`src/rtl/usb_rx_bank_ctrl.sv`:
```
// usb_rx_bank_ctrl: ping-pong receive buffer banks between the USB receiver and the core
module usb_rx_bank_ctrl #(
    parameter int BANK_WORDS = 128,
    parameter int DROP_W     = 8
) (
    input  logic                          clock48,
    input  logic                          reset,
    input  logic                          rx_start,
    input  logic                          rx_word_valid,
    input  logic [31:0]                   rx_word,
    input  logic                          rx_eop,
    input  logic                          rx_error,
    output logic                          rx_accept,
    output logic                          mem_we,
    output logic [$clog2(BANK_WORDS):0]   mem_addr,
    output logic [31:0]                   mem_wdata,
    output logic                          irq,
    output logic                          cpu_bank,
    output logic [$clog2(BANK_WORDS):0]   cpu_length,
    input  logic                          cpu_ack,
    output logic [DROP_W-1:0]             drop_count
);
    localparam int AW = $clog2(BANK_WORDS);
    localparam int IW = AW + 1;
    typedef enum logic [1:0] {W_IDLE, W_RECV, W_DISCARD} wstate_t;
    wstate_t           state_q, state_d;
    logic [IW-1:0]     idx_q, idx_d;
    logic              wr_bank_q, wr_bank_d;
    logic              rd_bank_q, rd_bank_d;
    logic [1:0]        count_q, count_d;
    logic [IW-1:0]     len_q [2];
    logic [IW-1:0]     len_d [2];
    logic [DROP_W-1:0] drop_count_q, drop_count_d;
    logic              irq_q, irq_d;
    logic              mem_we_q, mem_we_d;
    logic [IW-1:0]     mem_addr_q, mem_addr_d;
    logic [31:0]       mem_wdata_q, mem_wdata_d;
    logic              commit, drop_inc, ack_eff;
    assign rx_accept  = count_q != 2'd2;
    assign mem_we     = mem_we_q;
    assign mem_addr   = mem_addr_q;
    assign mem_wdata  = mem_wdata_q;
    assign irq        = irq_q;
    assign cpu_bank   = rd_bank_q;
    assign cpu_length = len_q[rd_bank_q];
    assign drop_count = drop_count_q;
    // writer FSM, bank queue bookkeeping and registered memory write port
    always_comb begin
        state_d     = state_q;
        idx_d       = idx_q;
        len_d       = len_q;
        mem_we_d    = 1'b0;
        mem_addr_d  = mem_addr_q;
        mem_wdata_d = mem_wdata_q;
        commit      = 1'b0;
        drop_inc    = 1'b0;
        case (state_q)
            W_IDLE: begin
                if (rx_start) begin
                    state_d  = rx_accept ? W_RECV : W_DISCARD;
                    idx_d    = '0;
                    drop_inc = !rx_accept;
                end
            end
            W_RECV: begin
                if (rx_error) begin
                    state_d = W_IDLE;
                end else if (rx_start) begin
                    idx_d = '0;
                end else if (rx_word_valid && idx_q == IW'(BANK_WORDS)) begin
                    drop_inc = 1'b1;
                    state_d  = rx_eop ? W_IDLE : W_DISCARD;
                end else begin
                    if (rx_word_valid) begin
                        mem_we_d    = 1'b1;
                        mem_addr_d  = {wr_bank_q, idx_q[AW-1:0]};
                        mem_wdata_d = rx_word;
                        idx_d       = idx_q + 1'b1;
                    end
                    if (rx_eop) begin
                        commit  = 1'b1;
                        state_d = W_IDLE;
                    end
                end
            end
            W_DISCARD: begin
                if (rx_error) begin
                    state_d = W_IDLE;
                end else if (rx_start) begin
                    state_d  = rx_accept ? W_RECV : W_DISCARD;
                    idx_d    = '0;
                    drop_inc = !rx_accept;
                end else if (rx_eop) begin
                    state_d = W_IDLE;
                end
            end
            default: state_d = W_IDLE;
        endcase
        if (commit) len_d[wr_bank_q] = idx_d;
        ack_eff      = cpu_ack && count_q != 2'd0;
        wr_bank_d    = wr_bank_q ^ commit;
        rd_bank_d    = rd_bank_q ^ ack_eff;
        count_d      = count_q + {1'b0, commit} - {1'b0, ack_eff};
        drop_count_d = (drop_inc && !(&drop_count_q)) ? drop_count_q + 1'b1 : drop_count_q;
        irq_d        = count_q != 2'd0;
    end
    // state registers, all cleared asynchronously
    always_ff @(posedge clock48 or posedge reset) begin
        if (reset) begin
            state_q      <= W_IDLE;
            idx_q        <= '0;
            wr_bank_q    <= 1'b0;
            rd_bank_q    <= 1'b0;
            count_q      <= '0;
            len_q        <= '{default: '0};
            drop_count_q <= '0;
            irq_q        <= 1'b0;
            mem_we_q     <= 1'b0;
            mem_addr_q   <= '0;
            mem_wdata_q  <= '0;
        end else begin
            state_q      <= state_d;
            idx_q        <= idx_d;
            wr_bank_q    <= wr_bank_d;
            rd_bank_q    <= rd_bank_d;
            count_q      <= count_d;
            len_q        <= len_d;
            drop_count_q <= drop_count_d;
            irq_q        <= irq_d;
            mem_we_q     <= mem_we_d;
            mem_addr_q   <= mem_addr_d;
            mem_wdata_q  <= mem_wdata_d;
        end
    end
endmodule

```
`config.mk`:
```
export PLATFORM = sky130hd
export DESIGN_NAME = usb_rx_bank_ctrl
export DESIGN_NICKNAME = d
export VERILOG_FILES = /design/src/rtl/usb_rx_bank_ctrl.sv
export SDC_FILE = /design/constraint.sdc
export NUM_CORES = 1
export LEC_CHECK = 0
export CAP_MARGIN = 20
export CORE_UTILIZATION = 40
export CTS_BUF_LIST = sky130_fd_sc_hd__clkbuf_8
export DETAILED_ROUTE_END_ITERATION = 8
export PLACE_DENSITY_LB_ADDON = 0.05
export SLEW_MARGIN = 20
export SYNTH_ARGS = -nofsm -noshare
export SYNTH_HDL_FRONTEND = slang
export SYNTH_SLANG_ARGS = --single-unit
```
`constraint.sdc`:
```
create_clock -name clock48 -period 2.9 [get_ports clock48]
set_input_delay 0.725 -clock clock48 [delete_from_list [all_inputs] [get_ports clock48]]
set_output_delay 0.725 -clock clock48 [all_outputs]
set_load 0.03 [all_outputs]
```
Yosys cells after proc, flatten, opt, wreduce, memory -nomap -nowiden:

Cells that the tools add are included.
Widths: inputs -> output; s select.

* add/sub/neg operators: 4
* order comparisons: 3
* equality and inequality tests: 6
* muxes and demuxes: 39
* bitwise logic cells: 7
* reductions and logical operators: 11

Operators by type and width (count)
* $mux 8: 10
* $pmux 8 s3: 1
* $mux 2: 9
* $add 8x1->8 const B: 2
* $bwmux 16: 1
* $mux 1: 15
* $demux 8 s1: 1
* $eq 8x8->1 const B: 1
* $reduce_and 8->1: 1
* $pmux 2 s3: 1
* $reduce_and 5->1: 1
* $ge 2x2->1 const B: 2
* $logic_and 1x1->1: 4
* $ne 2x2->1 const B: 2
* $not 1->2: 2
* $ne 3x3->1 const B: 1
* $not 1->1: 3
* $pmux 1 s3: 1
* $add 2x1->2: 1
* $eq 2x1->1 const B: 1
* $eq 2x2->1 const B: 1
* $logic_not 1->1: 2
* $logic_not 2->1: 1
* $lt 2x1->1 const B: 1
* other kinds (4): 5

* flip-flop bits (word level): 80
* bits of input ports: 39
* output and inout port bits: 60
* logic and storage cells: 82

Longest topological paths before layout:

Gate-level depths: netlist of the first run.

* word-level depth: 8
* gate-level depth with buffers: 11
* gate-level depth less buffers: 11

Worst setup path after synthesis of the first run:

Ideal clock, no wire load.

* path kind: in2reg
* start point: input rx_start
* end point: register count_q[1]
* library setup time: 123 ps
* arrival: 1938 ps
* data required time: 2777 ps
* setup slack: 839 ps
* cell stages on the path: 7
* buffers on the path: 0
* path through: nor4b_2 -> nand3_1 -> ha_1 -> inv_1 -> ha_1 -> xnor2_1 -> xnor2_1

* longest elaborated chain between the ends: 5

Ends and longest elaborated chain
* start: declaration: RTL line 8 `input logic rx_start,`
* $mux 1: RTL line 68 `end else if (rx_start) begin`
* $mux 1: RTL line 66 `if (rx_error) begin`
* $mux 1: RTL line 57 `case (state_q)`
* $add 2x1->2: RTL line 103 `count_d = count_q + {1'b0, commit} - {1'b0, ack_eff};`
* $sub 2x1->2: RTL line 103
* net count_d[1]: RTL line 30 `logic [1:0] count_q, count_d;`
* end signal: assignment: RTL line 126 `count_q <= count_d;`
* end: declaration: RTL line 30

The timed path passes the listed nets, and every way through them passes these cells.
A chain may end at the register's enable or synchronous reset.

Final worst setup path of the first run:

* start point: register rd_bank_q, in the netlist cpu_bank
* end point: output cpu_length[3]

* longest elaborated chain between the ends: 4

Ends and longest elaborated chain
* start: declaration: RTL line 29 `logic rd_bank_q, rd_bank_d;`
* start signal: assignment: RTL line 125 `rd_bank_q <= rd_bank_d;`
* $not 1->2 (not written as such): RTL line 45 `assign cpu_length = len_q[rd_bank_q];`
* $mux 8 (not written as such) (3 in a row): RTL line 45
* end: declaration: RTL line 19 `output logic [$clog2(BANK_WORDS):0] cpu_length,`

Every way passes these cells. The select of a mux whose other input is x is not followed.

==> results of run 1 <==
## synthesized netlist by cell type (2+ instances only)
library cell,instances,area (um2)
ha_1,7,87.6
dfrtp_1,80,2000
mux2_2,15,169
nand4_1,3,18.8
clkbuf_1,10,37.5
nor2b_1,3,18.8
nor2_1,20,75.1
inv_1,15,56.3
nand3_1,6,30.0
a31oi_1,3,18.8
xnor2_1,9,78.8
nand2_1,118,443
nor3_1,3,15.0
and3_1,2,12.5
buf_2,6,30.0
and2_1,2,12.5
a21oi_1,17,85.1
nand2b_1,3,18.8
and4b_1,2,20.0
o21ai_0,11,55.1
o21a_1,3,22.5
xor2_1,3,26.3
## registers in the layout (all words and copies together), names as in the netlist, 2 cells and up
name        count
idx_q           8
count_q         2
len_q          16
drop_count      8
mem_wdata      32
mem_addr        8
state_q         2
## path summary, 6_finish.rpt
kind	start	to	slack [ns]	cells after the start
worst max register to register	idx_q[0]$_DFF_PP0_	len_q[13]$_DFFE_PP0P_	0.65	12
max in group asynchronous	reset	drop_count[2]$_DFFE_PP0P_	1.49	3
min in group asynchronous	reset	mem_wdata[6]$_DFFE_PP0P_	0.76	2
worst max-delay path	cpu_bank$_DFF_PP0_	cpu_length[3]	0.23	2
worst min register to register	mem_wdata[7]$_DFFE_PP0P_	mem_wdata[7]$_DFFE_PP0P_	0.48	2
worst min-delay path	mem_wdata[7]$_DFFE_PP0P_	mem_wdata[7]$_DFFE_PP0P_	0.48	2
## logic make-up after synthesis
logic type | Yosys count | share of synthesized area
muxes | 16 | 0.0518
DFF | 80 | 0.563
xor gates and xnor gates | 12 | 0.0296
adders and majority gates | 7 | 0.0246
and+or+nand+nor | 171 | 0.210
AOI/OAI and AO/OA | 47 | 0.0852
buffers and inverters | 32 | 0.0359
## power breakdown
group	internal [uW]	leakage [uW]	switching, uW
clock network	504	0.000110	395
logic	928	0.00119	1190
registers	1490	0.00103	265
total	2920	0.00233	1850
## worst max-delay path, stage by stage, from the launching register on
cell and delay [ns]:
dfrtp_1 0.61, mux2_2 0.40, clkdlybuf4s50_1 0.59
## per-stage QoR
stage,utilization,hold slack [ns]
floorplan,-,0.460
global placement,0.544,0.456
detailed placement,0.544,0.461
CTS,0.569,0.481
global route,0.569,0.508
finish,0.569,0.476
## metal layers
layer / share of wire / track usage
met5: 0 / 0
met4: 0.0089 / 0.0672
met3: 0.051 / 0.0340
met2: 0.46 / 0.283
met1: 0.48 / 0.240
## layout make-up
class	count	area, um2	share of cell area
clock buffer	10	138	0.0279
clock inverter	6	83.8	0.0170
inverter	16	61.3	0.0124
multi-input combinational	253	1430	0.290
sequential	80	2000	0.405
tap	108	135	0.0273
timing repair buffer	109	1090	0.220
==> run metrics, run 1 <==
status=completed; grt total ovfl=0; Hold/Removal Path Class=reg -> reg; setup tns final=0 ns; Synth cell types=46; # hold bufs at CTS=0; Clock Latency Late Sink=0.34 ns; dpl cells=566; # IOs=99; fillers=817; Final Max Slew Viols=0; Syn. warnings=0; Worst setup SP type=register; f_max=375 MHz; syn_area_per_cell=9.74 um2; fin crit share=0.919; share of layout cells above drive strength 1=0.108; crit path DAT=1.94 ns; DRT iter0 DRCs=190; routability congestion estimate=0.864; placed cell areas=4720 um2; final setup violating endpoints=0; CTS sink cnt=80; Post-synth EDFFs=0; clock-pin slew on the worst setup and hold paths=0.08 ns; fin crit period=2.67 ns; Setup WS pre-CTS=0.309 ns; DP HPWL=5540 um; static leakage=0.00233 uW; most used flip-flop cell after synthesis=dfrtp_1; area of the die=9260 um2; Longest Clk Path Bufs=2; Root Buffer=clkbuf_8; RSZ-0062 raised after global routing=false; Post-Syn Nets=411; Max VDD drop=0.484 mV; worst-margin pin slew=0.603 ns; post-route total power=4770 uW; drt pass-1 iters=4; final worst slack=0.234 ns; ANT cells=0; total wire length=7860 um; number of gates resized after CTS=0; design area=4940 um2; Crit Path Category=reg -> out; CTS tree=done; Die X=96.3 um; Max Cap Violations=0; Post-CTS Setup Bufs=0; Detail Route Antenna Nets=0; max_slew headroom=0.592; Chip Height=96.3 um; # port buffers=98; Pwr Density=966 nW/um2; synthesized cell area=3550 um2; Row Count=34; Req. time, crit path=2.17 ns; total track usage=0.178; CORE AREA=8680 um2; largest net degree at the start of global routing=45; nets@finish=515; via/cell ratio=4.82; Clock Skew=0.0136 ns; starting density of the core=0.409; register bit total from synthesis=80; most frequent cells in the layout=118 x nand2_1, 98 x clkdlybuf4s50_1, 80 x dfrtp_1; drt wl/cell=13.5 um; commonest non-fill, non-tap cell in the layout=nand2_1; DRC viols=0; DR vias=2,806; vias in the first global route=2,589; TritonCTS buffer count=9; sequential-to-total area share from yosys stat=0.563; Async SR Flop Fraction=1.00; cells after synthesis=365; initial antenna violation count=0; post-route insts no fill=582; Hold Fails Final Rpt=0; first-pass GRT wire length=12,600 um; crit end category=primary output; maximum fanout along the worst path=10; Area growth syn-to-layout=39.0%; H-Tree Depth=3
(Power assumes the default switching activity.)
==> inputs of run 2 (changes only) <==
CORE_MARGIN = 1.5   (was default)
==> run metrics, run 2 (same netlist as run 1, synthesis figures left out) <==
register area=2000 um2; starting density of the core=0.409; Hold Fails Final Rpt=0; total track usage=0.180; number of gates resized after CTS=0; # hold bufs at CTS=0; grt total ovfl=0; Setup WS pre-CTS=0.311 ns; Worst path depth=2; Switch Pwr=1850 uW; routing usage on met1=0.251; Chip Height=97.3 um; GRT busiest layer=met2; crit path DAT=1.92 ns; routability congestion estimate=0.873; sw frac=0.376; CTS tree=done; # port buffers=98; Row Count=34; H-Tree Depth=3; CORE AREA=8680 um2; # IOs=99; critical-path cell list=mux2_2 > clkdlybuf4s50_1; family with the most delay on the worst path=flip-flops; design area=4980 um2; Final Max Slew Viols=0; initial antenna violation count=0; power share of the combinational group=0.431; fin crit period=2.65 ns; Core Util, Final=0.573; max_slew headroom=0.614; first-pass GRT wire length=13,900 um; area of the die=9460 um2; post-route insts no fill=581; most frequent cells in the layout=118 x nand2_1, 98 x clkdlybuf4s50_1, 80 x dfrtp_1; drt pass-1 iters=4; setup tns final=0 ns; share of layout cells above drive strength 1=0.108; Die X=97.3 um; f_max=377 MHz; max incr delay on CP=0.60 ns; largest net degree at the start of global routing=58; Worst setup SP type=register; nets@finish=515; DRT iter0 DRCs=207; Clock Latency Late Sink=0.34 ns; Req. time, crit path=2.17 ns; fillers=792; Max Cap Violations=0; DR vias=2,817; Detail Route Antenna Nets=0; Int Power=3070 uW; ANT cells=0; worst-margin pin slew=0.571 ns; Crit Path Category=reg -> out; max FFs per register=32; met2 Use GR=0.278; Worst Reg-to-Reg Cells=12; Worst Path Buf+Inv=1; RSZ-0062 raised after global routing=false; Post-CTS Setup Bufs=0; DP HPWL=5610 um; drt wl/cell=13.6 um; Pwr Density=989 nW/um2; DRC viols=0; fin crit share=0.914; clock share of power=0.213; static leakage=0.00235 uW; final worst slack=0.251 ns; Hold/Removal Path Class=reg -> reg; status=completed; placed cell areas=4720 um2; maximum fanout along the worst path=10; Clock Skew=0.0119 ns; TritonCTS buffer count=9; CTS sink cnt=80; vias in the first global route=2,801; Max VDD drop=0.562 mV; part of the power in registers=0.355; clock-pin slew on the worst setup and hold paths=0.09 ns; Area growth syn-to-layout=40.0%; final setup violating endpoints=0; slowest stage cell, crit path=dfrtp_1; total wire length=7930 um; Longest Clk Path Bufs=2; area used by multi-input combinational logic=1430 um2; commonest non-fill, non-tap cell in the layout=nand2_1; met3 GRT Util=0.0381; Root Buffer=clkbuf_8; hold depth=2; via/cell ratio=4.85; dpl cells=566; crit end category=primary output
-- run 2: cell count changes in the layout (fill, tap and decap cells not counted) --
cell / change
clkinvlp_4: -1
inv_1: -1
bufinv_16: +2
clkbuf_8: -1
-- run 2: final cells by class --
cell class	instances	share of cell area
multi-input cells	253	0.288
repair buffers	109	0.219
flip-flops and latches	80	0.402
well taps	108	0.0272
inverters	16	0.0123
clock inverters	6	0.0267
clock buffers	9	0.0249
-- run 2: worst reg2reg max path, stage by stage (launching register included) --
cell,delay (ns)
dfrtp_1,0.41
inv_1,0.12
ha_1,0.21
nand4bb_1,0.20
nor2_1,0.08
buf_4,0.15
nand2_1,0.06
nand3_1,0.12
ha_1,0.31
inv_1,0.04
ha_1,0.17
xnor2_1,0.17
xnor2_1,0.14
-- run 2: path summary, 6_finish.rpt --
path | slack, ns | from | endpoint
setup / recovery | 0.25 | cpu_bank$_DFF_PP0_ | cpu_length[5]
hold / removal | 0.48 | mem_wdata[10]$_DFFE_PP0P_ | mem_wdata[10]$_DFFE_PP0P_
setup reg to reg | 0.65 | idx_q[0]$_DFF_PP0_ | count_q[1]$_DFF_PP0_
hold reg to reg | 0.48 | mem_wdata[10]$_DFFE_PP0P_ | mem_wdata[10]$_DFFE_PP0P_
max in group asynchronous | 1.57 | reset | drop_count[2]$_DFFE_PP0P_
min in group asynchronous | 0.69 | reset | mem_wdata[12]$_DFFE_PP0P_
-- run 2: power by group through the flow --
| stage | registers [uW] | logic, uW | clock network [uW] |
|---|---|---|---|
| after CTS | 1750 | 2150 | 1080 |
| after global routing | 1810 | 2290 | 1130 |
| after floorplan | 2230 | 789 | 0 |
| after global placement | 1760 | 2120 | 0 |
| after detailed placement | 1780 | 2140 | 0 |
| final | 1750 | 2120 | 1050 |
-- run 2: routing by layer --
metal | part of all wire | vias to the layer above
met5 | 0 | -
met4 | 0.016 | 0
met3 | 0.048 | 10
met2 | 0.46 | 68
met1 | 0.48 | 1336
li1 | - | 1403
-- run 2: per-stage QoR --
| stage | power, uW | hold slack, ns |
|---|---|---|
| after floorplan | 3020 | 0.460 |
| after global placement | 3880 | 0.456 |
| after detailed placement | 3910 | 0.462 |
| after CTS | 4980 | 0.483 |
| after global routing | 5230 | 0.503 |
| final | 4920 | 0.478 |
==> inputs of run 3 (changes only) <==
CELL_PAD_IN_SITES_DETAIL_PLACEMENT = 0   (was default)
CELL_PAD_IN_SITES_GLOBAL_PLACEMENT = 1   (was default)
CORE_UTILIZATION = 34   (was 40)
SLEW_MARGIN = default   (was 20)
==> run metrics, run 3 (same netlist as run 1, synthesis figures left out) <==
CORE AREA=10,200 um2; number of gates resized after CTS=0; Worst Path Buf+Inv=1; fin crit period=2.66 ns; Clock Skew=0.0138 ns; drt pass-1 iters=5; share of layout cells above drive strength 1=0.108; routability congestion estimate=0.818; CTS tree=done; clock-pin slew on the worst setup and hold paths=0.09 ns; Longest Clk Path Bufs=2; static leakage=0.00231 uW; nets@finish=514; H-Tree Depth=3; Max Cap Violations=0; post-route total power=4650 uW; Hold Fails Final Rpt=0; post-route insts no fill=609; DP HPWL=5840 um; largest net degree at the start of global routing=56; total wire length=8230 um; area of the die=11,100 um2; most frequent cells in the layout=118 x nand2_1, 98 x clkdlybuf4s50_1, 80 x dfrtp_1; commonest non-fill, non-tap cell in the layout=nand2_1; worst-margin pin slew=0.603 ns; Clock Latency Late Sink=0.35 ns; # port buffers=98; initial antenna violation count=0; final worst slack=0.237 ns; Detail Route Antenna Nets=0; max incr delay on CP=0.61 ns; crit path DAT=1.94 ns; Post-CTS Setup Bufs=0; drt wl/cell=13.5 um; max FFs per register=32; Hold/Removal Path Class=reg -> reg; fillers=1,003; Chip Height=105 um; DRT iter0 DRCs=156; final setup violating endpoints=0; Setup WS pre-CTS=0.258 ns; critical-path cell list=mux2_2 > clkdlybuf4s50_1; TritonCTS buffer count=9; Area growth syn-to-layout=38.9%; CTS sink cnt=80; first-pass GRT wire length=13,900 um; via/cell ratio=4.64; dpl cells=593; Die X=105 um; family with the most delay on the worst path=flip-flops; Pwr Density=941 nW/um2; # hold bufs at CTS=0; Root Buffer=clkbuf_8; Row Count=37; max_slew headroom=0.593; DR vias=2,824; vias in the first global route=2,773; Worst setup SP type=register; RSZ-0062 raised after global routing=false; total track usage=0.159; status=completed; Crit Path Category=reg -> out; fin crit share=0.918; Req. time, crit path=2.17 ns; Max VDD drop=0.486 mV; setup tns final=0 ns; grt total ovfl=0; ANT cells=0; slowest stage cell, crit path=dfrtp_1; maximum fanout along the worst path=10; crit end category=primary output; starting density of the core=0.347; # IOs=99; f_max=375 MHz; Final Max Slew Viols=0; DRC viols=0
-- run 3: routing by layer --
layer	GRT usage	part of all wire	up-vias
li1	-	-	1412
met1	0.226	0.48	1335
met2	0.240	0.47	65
met3	0.0266	0.037	12
met4	0.0656	0.017	0
met5	0	0	-
-- run 3: final timing paths --
check | startpoint | end | slack (ns) | cells past startpoint
min | mem_wdata[0]$_DFFE_PP0P_ | mem_wdata[0]$_DFFE_PP0P_ | 0.48 | 2
max in group asynchronous | reset | idx_q[4]$_DFF_PP0_ | 1.53 | 3
min reg2reg | mem_wdata[0]$_DFFE_PP0P_ | mem_wdata[0]$_DFFE_PP0P_ | 0.48 | 2
min in group asynchronous | reset | mem_wdata[27]$_DFFE_PP0P_ | 0.70 | 2
max reg2reg | idx_q[0]$_DFF_PP0_ | len_q[0]$_DFFE_PP0P_ | 0.67 | 11
max | cpu_bank$_DFF_PP0_ | cpu_length[3] | 0.24 | 2
-- run 3: final cells by class --
cell class                      instances  area [um2]  share of cell area
Inverter                               16        61.3              0.0124
Tap cell                              136         170              0.0345
Multi-Input combinational cell        253        1430               0.290
Sequential cell                        80        2000               0.406
Timing Repair Buffer                  108        1080               0.219
Clock inverter                          6        50.0              0.0101
Clock buffer                           10         138              0.0279
-- run 3: worst min-delay path: stages (launching register included) --
cell	delay [ns]
dfrtp_1	0.35
nand2_1	0.05
nand2_1	0.05
-- run 3: power breakdown --
group	leakage, uW	switching, uW	internal (uW)
logic	0.00119	1190	927
clock network	0.0000899	432	345
registers	0.00103	264	1490
-- run 3: per-stage QoR --
stage	utilization	hold slack (ns)	area (um2)
CTS	0.482	0.483	4930
global placement	0.464	0.456	4750
detailed placement	0.464	0.461	4750
finish	0.482	0.478	4930
floorplan	-	0.460	3550
global route	0.482	0.509	4930
